**config.mk**
```make
export PLATFORM = sky130hd
export DESIGN_NAME = mipi_hs_tx_framer
export DESIGN_NICKNAME = d
export VERILOG_FILES = /design/src/rtl/mipi_hs_tx_framer.sv
export SDC_FILE = /design/constraint.sdc
export NUM_CORES = 1
export LEC_CHECK = 0
export BUFFER_PORTS_ARGS = -buffer_cell sky130_fd_sc_hd__buf_2
export CAP_MARGIN = 0
export CORE_MARGIN = 2
export CORE_UTILIZATION = 48
export DETAILED_ROUTE_END_ITERATION = 6
export PLACE_DENSITY = 0.78
export SKIP_LAST_GASP = 1
export SYNTH_ARGS = -nofsm -noshare
export SYNTH_HDL_FRONTEND = slang
export SYNTH_SLANG_ARGS = --single-unit
```
**constraint.sdc**
```tcl
create_clock -name byte_clk -period 1.7 [get_ports byte_clk]
set_input_delay 0.34 -clock byte_clk [delete_from_list [all_inputs] [get_ports byte_clk]]
set_output_delay 0.34 -clock byte_clk [all_outputs]
set_load 0.02 [all_outputs]
```
**src/rtl/mipi_hs_tx_framer.sv**
```systemverilog
// Transmit framer for one D-PHY HS lane pair: wraps a 2-byte/cycle payload stream in an
// HS burst (prepare, leader zeros, SoT sync 0xB8, payload, trail, exit).
module mipi_hs_tx_framer #(
    parameter int unsigned PREP_CYCLES = 4,
    parameter int unsigned ZERO_WORDS  = 2,
    parameter int unsigned TRAIL_WORDS = 2,
    parameter int unsigned EXIT_CYCLES = 3
) (
    input  logic        byte_clk,
    input  logic        sys_rst_n,
    input  logic        tx_start,
    input  logic [15:0] tx_len,
    input  logic        s_valid,
    output logic        s_ready,
    input  logic [15:0] s_data,
    output logic        busy,
    output logic        done,
    output logic        underflow,
    output logic        hs_req,
    output logic        data_out_valid,
    output logic [15:0] data_out
);
    localparam int unsigned LEN_W  = 16;
    localparam int unsigned CNT_W  = 4;
    localparam int unsigned WORD_W = 16;
    localparam int unsigned BYTE_W = 8;
    localparam logic [WORD_W-1:0] SYNC_WORD = 16'hB800;

    typedef enum logic [2:0] {
        S_IDLE,
        S_PREP,
        S_ZERO,
        S_SYNC,
        S_DATA,
        S_TRAIL,
        S_EXIT
    } state_e;

    state_e            state_q, state_d;
    logic [CNT_W-1:0]  cnt_q, cnt_d;
    logic [LEN_W-1:0]  rem_q, rem_d;
    logic              last_bit_q, last_bit_d;
    logic              busy_d, done_d, underflow_d, hs_req_d, valid_d;
    logic [WORD_W-1:0] data_d;
    logic [BYTE_W-1:0] trail_byte;
    logic [BYTE_W-1:0] odd_trail_byte;

    assign s_ready        = (state_q == S_DATA) && (rem_q != '0);
    assign trail_byte     = {BYTE_W{~last_bit_q}};
    assign odd_trail_byte = {BYTE_W{~s_data[7]}};

    // State register and registered line outputs
    always_ff @(posedge byte_clk or negedge sys_rst_n) begin
        if (!sys_rst_n) begin
            state_q        <= S_IDLE;
            cnt_q          <= '0;
            rem_q          <= '0;
            last_bit_q     <= 1'b0;
            busy           <= 1'b0;
            done           <= 1'b0;
            underflow      <= 1'b0;
            hs_req         <= 1'b0;
            data_out_valid <= 1'b0;
            data_out       <= '0;
        end else begin
            state_q        <= state_d;
            cnt_q          <= cnt_d;
            rem_q          <= rem_d;
            last_bit_q     <= last_bit_d;
            busy           <= busy_d;
            done           <= done_d;
            underflow      <= underflow_d;
            hs_req         <= hs_req_d;
            data_out_valid <= valid_d;
            data_out       <= data_d;
        end
    end

    // Next state and next line word; outputs appear one cycle after the state producing them
    always_comb begin
        state_d     = state_q;
        cnt_d       = cnt_q;
        rem_d       = rem_q;
        last_bit_d  = last_bit_q;
        done_d      = 1'b0;
        underflow_d = 1'b0;
        hs_req_d    = 1'b0;
        valid_d     = 1'b0;
        data_d      = '0;

        unique case (state_q)
            S_IDLE: begin
                if (tx_start) begin
                    state_d = S_PREP;
                    cnt_d   = '0;
                    rem_d   = tx_len;
                end
            end
            S_PREP: begin
                hs_req_d = 1'b1;
                cnt_d    = cnt_q + CNT_W'(1);
                if (cnt_q == CNT_W'(PREP_CYCLES - 1)) begin
                    cnt_d   = '0;
                    state_d = (ZERO_WORDS == 0) ? S_SYNC : S_ZERO;
                end
            end
            S_ZERO: begin
                hs_req_d = 1'b1;
                valid_d  = 1'b1;
                cnt_d    = cnt_q + CNT_W'(1);
                if (cnt_q == CNT_W'(ZERO_WORDS - 1)) begin
                    cnt_d   = '0;
                    state_d = S_SYNC;
                end
            end
            S_SYNC: begin
                hs_req_d   = 1'b1;
                valid_d    = 1'b1;
                data_d     = SYNC_WORD;
                last_bit_d = 1'b1;
                cnt_d      = '0;
                state_d    = (rem_q == '0) ? S_TRAIL : S_DATA;
            end
            S_DATA: begin
                hs_req_d = 1'b1;
                valid_d  = 1'b1;
                if (s_valid) begin
                    if (rem_q == LEN_W'(1)) begin
                        data_d     = {odd_trail_byte, s_data[7:0]};
                        last_bit_d = s_data[7];
                        rem_d      = '0;
                    end else begin
                        data_d     = s_data;
                        last_bit_d = s_data[15];
                        rem_d      = rem_q - LEN_W'(2);
                    end
                    if (rem_q <= LEN_W'(2)) begin
                        cnt_d   = '0;
                        state_d = S_TRAIL;
                    end
                end else begin
                    // Starved: this cycle already carries the first trail word, keeping valid gap-free
                    underflow_d = 1'b1;
                    data_d      = {2{trail_byte}};
                    rem_d       = '0;
                    if (TRAIL_WORDS == 1) begin
                        cnt_d   = '0;
                        state_d = S_EXIT;
                    end else begin
                        cnt_d   = CNT_W'(1);
                        state_d = S_TRAIL;
                    end
                end
            end
            S_TRAIL: begin
                hs_req_d = 1'b1;
                valid_d  = 1'b1;
                data_d   = {2{trail_byte}};
                cnt_d    = cnt_q + CNT_W'(1);
                if (cnt_q == CNT_W'(TRAIL_WORDS - 1)) begin
                    cnt_d   = '0;
                    state_d = S_EXIT;
                end
            end
            S_EXIT: begin
                cnt_d = cnt_q + CNT_W'(1);
                if (cnt_q == CNT_W'(EXIT_CYCLES - 1)) begin
                    cnt_d   = '0;
                    done_d  = 1'b1;
                    state_d = S_IDLE;
                end
            end
            default: begin
                cnt_d   = '0;
                state_d = S_IDLE;
            end
        endcase

        busy_d = (state_d != S_IDLE);
    end

endmodule

```
==> metrics <==
setup TNS -4.017 ns; crit path max fanout 2; failing checks negative hold slack, negative setup slack; most frequent cells in the layout buf_2, buf_4, dfrtp_1; multiplexer share of the synthesized area 0.8386%; register area share after synthesis 47.17%; Worst Setup End Kind primary output; root buffer cell clkbuf_8; Post-Syn Area 2387 µm²; Routed WL 6.478 mm; grt ovf 0; Final Hold Fails 10; register area 1131 µm²; CTS buffer count 5; Synth Area in Simple Gates 24.37%; DPL Wire Length 4.401 mm; global-route wire length before repair 10.23 mm; CP cell instances nor4_4 > nand4_1 > nor3b_2 > buf_4 > nor2_2 > buf_6; critical path data required time 1.36 ns; slew at the pin with the worst max-slew slack 0.5232 ns; die area 5554 µm²; RSZ-0062 raised after global routing yes; wire length per cell 14.93 µm; final core occ 71.63%; Die Wd 74.53 µm; DP Cell Count 423; Layout area overhead 42.66%; Pre-Repair DR Iteration Count 4; Via Count 2,428; adder-cell share of the synthesized area 2.096%; Clock Skew 0.005377 ns; GRT Util Overall 23.90%; fmax 503.1 MHz; final setup fails 30; die height 74.53 µm; # rows 25; asr flop ratio synth 100.0%; slowest CP cell dfrtp_1; Clock Latency Late Sink 0.30 ns; number of global-route vias before repair 2,204; FILL cells 357; Diodes inserted 0; antenna violations before repair 0; share of cells above drive strength 1 43.60%; crit share post-route 116.9%; largest net degree at the start of global routing 46; GPL Wtd Cong 0.9371; worst setup path class register to primary output; main combinational cell family by area after synthesis simple AND/OR/NAND/NOR gates; number of synthesized flops with an enable pin 0; CTS max path bufs 2; XOR/XNOR share of the synthesized area 0.7338%; Core ar. 4755 µm²; VDD IR max 798.1 µV; compound-cell area share of the yosys netlist 21.59%; CP startpoint kind register; Leak 1.679 nW; Pwr Density 1689 nW/µm²; R2R depth 7; cts hold-fix bufs 0; Worst Hold Class primary input to asynchronous set/reset pin; Yosys cell types 57; Synth Instances 255; fin cells 434; Syn Nets 295; reg2reg start rem_q[6]$_DFFE_PN0P_; nets 406; min Tclk post-route 1.988 ns; Vias/cell 5.594; Reg2Reg Setup Slack -0.26 ns; Multi-input gate area 1305 µm²; Buffers on Ports 57; Hold WS -0.01349 ns; Synth Warn # 0; antenna viol nets, final 0; H-tree Lvls 2; worst setup margin -0.2879 ns; clock-pin transition on the worst setup and hold timing paths 0.09 ns; Residual DRC 0; outcome finished, violations left; IO Pins 58; CTS tree yes; post-synthesis register bit count 45; Max Cap Viol 0; worst path arrival time 1.65 ns; clk sink count 45; Starting DRT DRC Count 199; commonest non-fill, non-tap cell in the layout buf_2; Syn Area/Cell 9.362 µm²; Final Max Slew Viols 0; DP Worst Slack -0.1819 ns; Post-synth top flop dfrtp_1; Starting Density 50.21%; r2r endpoint rem_q[15]$_DFFE_PN0P_; slew margin rel. 64.74%; max incr delay on CP 0.42 ns
## cell usage after synthesis (2+ instances only)
cell       n  area, µm²
or4_1      3      22.52
a22oi_1    3      22.52
nor2_1    20      75.07
nor3_1     8      40.04
o21ai_1    2      10.01
or3b_1     2      17.52
o21ai_0   23      115.1
nor4_1     2      12.51
ha_1       4      50.05
and3_1     2      12.51
o31ai_1    3      22.52
buf_2      4      20.02
or3_1      2      12.51
dfrtp_1   45       1126
clkbuf_1   7      26.28
a21oi_1   13      65.06
a32oi_1    2      17.52
a311o_1    5      50.05
nand4_1    2      12.51
nor2b_1    4      25.02
a221o_1    4      40.04
o41ai_1    3      26.28
a211o_1    2      17.52
inv_1      5      18.77
mux2i_1    2      20.02
nand3_1    5      25.02
nand2_1   39      146.4
nor3b_1    4      30.03
a31oi_1    3      18.77
a21o_1     5      37.54
## cell families after synthesis
logic type,count (synthesis)
AND/OR/NAND/NOR,107
AO/OA/AOI/OAI,77
flip-flops,45
buffers and inverters,18
adder cells (fa/ha/maj),4
XOR/XNOR,2
multiplexers,2
## cell type report
class	count	area share, %
timing repair buffer	117	22.70
tap	67	2.461
multi-input combinational	192	38.32
sequential	45	33.21
clock inverter	3	0.7348
inverter	5	0.5511
clock buffer	5	2.021
## power by group
group | total, mW | internal, mW | switching [mW] | leakage (nW)
Sequential | 1.79 | 1.47 | 0.321 | 0.575
Clock | 0.704 | 0.300 | 0.404 | 0.0452
Combinational | 3.25 | 1.52 | 1.73 | 1.06
## per-stage QoR
stage,cell area (µm²),power [mW]
detailed placement,3166,4.727
floorplan,2424,3.477
global route,3406,6.133
CTS,3351,5.582
global placement,3166,4.641
finish,3406,5.753
## per-layer routing
layer | vias to the layer above | global-route usage (%) | part of all wire [%]
met5 | - | 0 | 0
met4 | 0 | 8.333 | 0.93
met3 | 6 | 4.878 | 5.7
met2 | 81 | 38.54 | 49
met1 | 1180 | 32.10 | 44
li1 | 1161 | - | -
## critical path: cells and delay by family (launching register included)
family / cells / cell delay (ns)
buf+inv: 2 / 0.27
simple gates: 4 / 0.67
flops: 1 / 0.42
## sequential cells by signal, indices dropped and copies added, names as in the netlist
signal,count
cnt_q,4
busy,1
state_q,3
rem_q,16
data_out_valid,1
done,1
hs_req,1
underflow,1
data_out,16
last_bit_q,1
## how the worst max path moves through the flow
stage / start / endpoint / slack (ns) / depth (start not counted)
5_1_grt: rem_q[6]$_DFFE_PN0P_ / s_ready / -0.39 / 6
6_report: rem_q[6]$_DFFE_PN0P_ / s_ready / -0.29 / 6
4_1_cts: rem_q[5]$_DFFE_PN0P_ / s_ready / -0.30 / 6
2_1_floorplan: rem_q[6]$_DFFE_PN0P_ / rem_q[12]$_DFFE_PN0P_ / -0.13 / 5
3_5_place_dp: rem_q[6]$_DFFE_PN0P_ / rem_q[15]$_DFFE_PN0P_ / -0.18 / 6
3_3_place_gp: rem_q[6]$_DFFE_PN0P_ / rem_q[15]$_DFFE_PN0P_ / -0.14 / 6
## what timing repair did
| item | CTS | global route |
|---|---|---|
| setup endpoints to repair | 24 | 39 |
| pin swaps | 7 | 6 |
| resized for setup | 26 | 16 |
| buffers inserted | 2 | 2 |
Power figures use the tool's default switching activity.
